`src/rtl/phy_tx_word_sched.sv`:
```
// Transmit word scheduler for the serial PHY. It runs comma training and link bring-up,
// then merges two lanes round-robin onto a single registered word stream.
module phy_tx_word_sched #(
  parameter int unsigned TRAIN_WORDS  = 4,
  parameter int unsigned LINK_TIMEOUT = 64
) (
  input  logic       clk_4f,
  input  logic       reset,
  input  logic [7:0] data_in0,
  input  logic       valid_in0,
  output logic       ready_out0,
  input  logic [7:0] data_in1,
  input  logic       valid_in1,
  output logic       ready_out1,
  input  logic       rx_active,
  output logic [7:0] data_out,
  output logic       valid_out,
  output logic       active_out,
  output logic [1:0] state_out,
  output logic       bc_collision
);

  localparam logic [7:0] COMMA      = 8'hBC;
  localparam logic [3:0] TRAIN_LAST = 4'(TRAIN_WORDS - 1);
  localparam logic [7:0] WAIT_LAST  = 8'(LINK_TIMEOUT - 1);

  typedef enum logic [1:0] {
    ST_RESET     = 2'b00,
    ST_TRAIN     = 2'b01,
    ST_WAIT_LINK = 2'b10,
    ST_ACTIVE    = 2'b11
  } state_t;

  state_t     state;
  state_t     state_nxt;
  logic [3:0] train_cnt;
  logic [7:0] wait_cnt;
  logic       rr_ptr;
  logic       grant_any;
  logic       grant_lane;
  logic [7:0] grant_word;

  always_comb begin
    state_nxt  = state;
    grant_any  = 1'b0;
    grant_lane = 1'b0;
    case (state)
      ST_RESET:     state_nxt = ST_TRAIN;
      ST_TRAIN:     if (train_cnt == TRAIN_LAST) state_nxt = ST_WAIT_LINK;
      ST_WAIT_LINK: begin
        if (rx_active)                  state_nxt = ST_ACTIVE;
        else if (wait_cnt == WAIT_LAST) state_nxt = ST_TRAIN;
      end
      ST_ACTIVE:    if (!rx_active) state_nxt = ST_TRAIN;
      default:      state_nxt = ST_RESET;
    endcase
    // Grants only while the link is up; reset masks the pops so nothing is lost mid-reset.
    if (state == ST_ACTIVE && rx_active && !reset) begin
      if (valid_in0 && valid_in1) begin
        grant_any  = 1'b1;
        grant_lane = rr_ptr;
      end else if (valid_in0) begin
        grant_any  = 1'b1;
        grant_lane = 1'b0;
      end else if (valid_in1) begin
        grant_any  = 1'b1;
        grant_lane = 1'b1;
      end
    end
  end

  assign grant_word = grant_lane ? data_in1 : data_in0;
  assign ready_out0 = grant_any && !grant_lane;
  assign ready_out1 = grant_any && grant_lane;
  assign state_out  = state;

  always_ff @(posedge clk_4f) begin
    if (reset) begin
      state        <= ST_RESET;
      data_out     <= COMMA;
      valid_out    <= 1'b0;
      active_out   <= 1'b0;
      bc_collision <= 1'b0;
      rr_ptr       <= 1'b0;
      train_cnt    <= '0;
      wait_cnt     <= '0;
    end else begin
      state      <= state_nxt;
      active_out <= (state_nxt == ST_ACTIVE);
      if (state_nxt != state) begin
        train_cnt <= '0;
        wait_cnt  <= '0;
      end else begin
        if (state == ST_TRAIN)     train_cnt <= train_cnt + 4'd1;
        if (state == ST_WAIT_LINK) wait_cnt  <= wait_cnt + 8'd1;
      end
      // A lane word that looks like a comma is swallowed and replaced by idle fill.
      if (grant_any && grant_word != COMMA) begin
        data_out  <= grant_word;
        valid_out <= 1'b1;
      end else begin
        data_out  <= COMMA;
        valid_out <= 1'b0;
      end
      if (grant_any) rr_ptr <= ~grant_lane;
      if (grant_any && grant_word == COMMA) bc_collision <= 1'b1;
    end
  end

endmodule
```
`config.mk`:
```
export PLATFORM = sky130hd
export DESIGN_NAME = phy_tx_word_sched
export DESIGN_NICKNAME = d
export VERILOG_FILES = /design/src/rtl/phy_tx_word_sched.sv
export SDC_FILE = /design/constraint.sdc
export NUM_CORES = 1
export LEC_CHECK = 0
export BUFFER_PORTS_ARGS = -buffer_cell sky130_fd_sc_hd__buf_2
export CAP_MARGIN = 25
export CORE_MARGIN = 1
export CORE_UTILIZATION = 44
export CTS_CLUSTER_SIZE = 24
export DETAILED_ROUTE_END_ITERATION = 10
export GPL_ROUTABILITY_DRIVEN = 0
export PLACE_DENSITY = 0.75
export SLEW_MARGIN = 25
export SYNTH_ARGS = -nofsm -noshare
export SYNTH_HDL_FRONTEND = slang
export SYNTH_SLANG_ARGS = --single-unit
```
`constraint.sdc`:
```
create_clock -name clk_4f -period 1.47 [get_ports clk_4f]
set_input_delay 0.294 -clock clk_4f [delete_from_list [all_inputs] [get_ports clk_4f]]
set_output_delay 0.294 -clock clk_4f [all_outputs]
set_load 0.02 [all_outputs]
```
# Yosys cells after proc, flatten, opt, wreduce, memory -nomap -nowiden
# Index checks and enable logic that the tools add are counted.
[totals]
ff_bits = 26
input_bits = 21
[op_classes]
addsub = 2
n_eq_ne = 9
mux = 14
bitwise_logic = 2
n_reduce_logical = 12
[op_table]
columns = ["cell", "n"]
rows = [
  ["adder 8 x 1 -> 8 bit, second input constant", 1],
  ["equality test 8 x 6 -> 1 bit, second input constant", 1],
  ["equality test 8 bit, second input constant", 1],
  ["two-way mux 1 bit", 8],
  ["two-way mux 2 bit", 4],
  ["two-way mux 8 bit", 1],
  ["!= test 8 bit, second input constant", 1],
  ["one-hot mux 2 bit (4 select lines)", 1],
  ["logical AND 1 bit", 7],
  ["equality test 2 bit, second input constant", 3],
  ["adder 4 x 1 -> 4 bit, second input constant", 1],
  ["equality test 4 x 2 -> 1 bit, second input constant", 1],
  ["OR reduction 2 bit", 2],
  ["equality test 2 x 1 -> 1 bit, second input constant", 1],
  ["logical NOT 1 bit", 2],
  ["logical NOT 2 bit", 1],
  ["!= test 2 bit", 1],
  ["NOT 1 bit", 2],
]

# Depth between registers and ports, before layout
[logic_depth]
ltp_word = 9
depth_mapped = 6
mapped_depth_nobuf = 5

# Worst setup path before layout
# No wires, ideal clock.
[synth_timing]
kind = "register to output"
startpoint = "register state[1], in the netlist state_out[1]"
endpoint = "output port ready_out0"
arrival_ns = 1.339
slack_ns = -0.163
path_stages_with_launch = 4
n_path_buf = 0
path_cell_list = "dfxtp_1 > and4b_1 > o21ai_0 > nor2_1"
[synth_via]
elab_chain_cells = 6
elab_cells_between_ends = 7
classes_between = "eq/ne: 1; mux: 2; reduce/logical: 4"
[synth_rtl]
columns = ["element", "line_no", "text"]
rows = [
  ["from (decl)", "34", "state_t state;"],
  ["from (signal assigned)", "88", "state <= state_nxt;"],
  ["equality test 2 bit *", "58", "if (state == ST_ACTIVE && rx_active && !reset) begin"],
  ["logical AND 1 bit * (2 in a row)", "58", ""],
  ["two-way mux 1 bit", "58", ""],
  ["logical NOT 1 bit", "73", "assign ready_out0 = grant_any && !grant_lane;"],
  ["logical AND 1 bit *", "73", ""],
  ["to (decl)", "11", "output logic ready_out0,"],
]
# Every way passes the cells marked *; elsewhere a longest branch is shown, timed or not.

# Worst setup path in the final report
[layout_timing]
startpoint = "register state[0], in the netlist state_out[0]"
endpoint = "output port ready_out0"
# The elaborated chain is that of the path after synthesis.

==> key figures <==
Run status
  • Outcome: finished with violations
  • Failing checks: setup timing

Critical path
  • Worst r2r src: state_out[0]$_SDFF_PP0_
  • Type of the worst setup path: reg -> out
  • CP arrival: 1.32 ns
  • Crit Path Max Fanout: 4
  • Most common cell on crit path: buf_6
  • Critical Path Start: state_out[0]$_SDFF_PP0_
  • Worst stage delay on the critical path: 0.35 ns
  • Crit-path cells: and4b_1 -> buf_6 -> nand3_4 -> inv_4 -> nor2_2 -> buf_6
  • Slowest cell on crit path: dfxtp_2
  • CP Data Required Time: 1.18 ns
  • Critical path startpoint category: flop
  • CP endpoint kind: primary output

Global routing
  • Antenna violations before repair: 0
  • Pin count of the biggest net entering global routing: 14
  • Gr usage total: 19.8%
  • Global-route wire length before repair: 3.92 mm
  • Vias in the first global route: 995
  • Grt total ovfl: 0

STA
  • RSZ-0062 raised after global routing: yes
  • Final slew viol count: 0
  • Final Skew: 0.00750 ns
  • Worst slew pin tran: 0.384 ns
  • Crit path time final: 1.61 ns
  • Max Freq: 619 MHz
  • Slew headroom: 74.3%
  • Period utilisation layout: 110%
  • Setup ws final: -0.145 ns
  • Fin. Hold Viols: 0
  • Final setup violation count: 11

Layout
  • Share of cells above drive strength 1: 44.2%
  • Fillers: 187
  • Fin util: 68.8%
  • # diodes: 0
  • Finished Cell Area: 1590 um2
  • Syn-to-layout area delta: 41.4%
  • Net count, final: 206

Pwr
  • Worst vdd ir: 0.697 mV
  • Pwr/cell area: 683 nW/um2
  • Static Leak: 0.670 nW
  • Total power: 0.00109 W

Logic synthesis
  • Net Count, Synth: 148
  • Sequential share of the synthesized area: 46.2%
  • Cell variety after synth: 37
  • Async SR Flop Fraction: 0%
  • Cell with the most instances after synthesis: dfxtp_1
  • Top_reg_cell synth: dfxtp_1
  • Post-synth EDFFs: 0
  • Syn Std Cell Area: 1130 um2
  • Synth Instances: 125
  • Largest area contributor in the netlist: dfxtp_1
  • Synth Register Bits: 26
  • Yosys warnings: 0
  • Top cells by count, synth: dfxtp_1 (26), nand2_1 (21), nor2_1 (15), nand3_1 (7), xor2_1 (7)
  • Post-synthesis average cell area: 9.02 um2
  • Area share of the largest cell type after synthesis: 46.2%
  • Top cells by area, synth: dfxtp_1 (46%), nand2_1 (7.0%), xor2_1 (5.4%)

Floorplan
  • Die Ht: 52.6 um
  • Core Region: 2320 um2
  • DIE AREA: 2770 um2
  • Initial core utilization: 48.6%
  • Die width: 52.6 um
  • Site Rows: 17
  • I/O Pins: 36

Routing
  • Routed wire length: 2.46 mm
  • Via/cell ratio: 5.07
  • WL per Instance: 11.8 um
  • Via count: 1059
  • Initial drt markers: 9
  • DRT antenna net count: 0
  • 1st-pass router iterations: 4
  • DRC errors left: 0

Clock network
  • Clock Latency Late Sink: 0.31 ns
  • Reg clk slew, reported paths: 0.13 ns
  • Clock sinks: 26
  • CTS tree: done
  • CTS Buffer Depth: 2
  • Cts bufs inserted: 3
  • Post-cts hold buffer count: 0
  • H-tree levels: 1
  • Root buf cell: clkbuf_4

Placement
  • Post-DP Area: 1440 um2
  • IO buf count: 35
  • Place WS: -0.199 ns
  • HPWL Detailed: 1.84 mm

Worst hold path
  • Worst Hold Class: in -> reg
  • Hold Crit Start: data_in0[7]

Job
  • Max-cap violations: 0
==> where the power goes <==
group | total, W | switching (W) | internal, W
clock | 0.000284 | 0.000189 | 0.0000957
combinational | 0.0000956 | 0.0000480 | 0.0000476
sequential | 0.000709 | 0.00000246 | 0.000707
==> critical path: cells and delay by family (launching register included) <==
| family | cells | cell delay (ns) |
|---|---|---|
| buf+inv | 3 | 0.33 |
| flops | 1 | 0.35 |
| simple gates | 3 | 0.34 |
==> path summary, 6_finish.rpt <==
path / endpoint / slack [ns] / cells past startpoint
max reg2reg: data_out[0]$_SDFF_PP0_ / -0.13 / 6
min: data_out[7]$_SDFF_PP1_ / 0.21 / 3
min reg2reg: rr_ptr$_SDFFE_PP0P_ / 0.46 / 2
max: ready_out0 / -0.14 / 6
==> layout by cell type (no fill, tap or decap), types with 2 or more instances in the layout <==
cell type / Yosys / layout
a21boi_2: 0 / 3
a31oi_1: 2 / 2
and3_1: 2 / 2
buf_2: 1 / 33
buf_4: 0 / 20
buf_6: 1 / 4
clkbuf_4: 0 / 3
dfxtp_1: 26 / 22
dfxtp_2: 0 / 3
inv_1: 3 / 3
mux2i_1: 2 / 2
nand2_1: 21 / 20
nand3_1: 7 / 7
nand4_1: 6 / 6
nor2_1: 15 / 11
nor2_2: 0 / 4
xnor2_1: 3 / 3
xor2_1: 7 / 7
==> state kept, by name (all words and copies together) (netlist names) <==
| signal | count |
|---|---|
| valid_out | 1 |
| wait_cnt | 8 |
| train_cnt | 4 |
| bc_collision | 1 |
| data_out | 8 |
| rr_ptr | 1 |
| state_out | 2 |
| active_out | 1 |
==> layer usage <==
layer	vias up	routed length [um]	track usage, %
met5	-	0	0
met4	0	46	11.8
met3	4	125	3.48
met2	31	1310	38.2
met1	475	984	19.1
li1	549	-	-
==> logic make-up (layout without fill, tap and decap cells) <==
kind of cell | Yosys count | count (layout) | synth area share (%)
AOI/OAI and AO/OA | 15 | 15 | 11.2
xor gates and xnor gates | 10 | 10 | 7.77
adders and majority gates | 2 | 2 | 2.22
buffers and inverters | 8 | 64 | 3.66
DFF | 26 | 26 | 46.2
muxes | 2 | 2 | 1.78
and+or+nand+nor | 62 | 62 | 27.2
==> metrics by stage <==
stage          setup TNS [ns]  hold slack (ns)  cells
2_1_floorplan         -0.0827            0.356    125
3_3_place_gp            -1.07            0.434    200
3_5_place_dp            -1.29            0.443    200
4_1_cts                -0.844            0.198    208
5_1_grt                 -2.11            0.206    209
6_report                -1.16            0.211    209
==> cell type report <==
class | instances | area [um2] | area share (%)
inverter | 4 | 17.5 | 1.10
clock buffer | 3 | 22.5 | 1.41
sequential | 26 | 528 | 33.1
multi-input combinational | 91 | 631 | 39.6
tap | 28 | 35.0 | 2.20
timing repair buffer | 57 | 360 | 22.6
==> what timing repair did <==
item,in CTS,in global routing
gates resized for setup,13,13
buffers inserted,4,1
setup endpoints to repair,17,24
pin swaps,2,11
cloned,1,0
Power figures use the tool's default switching activity.
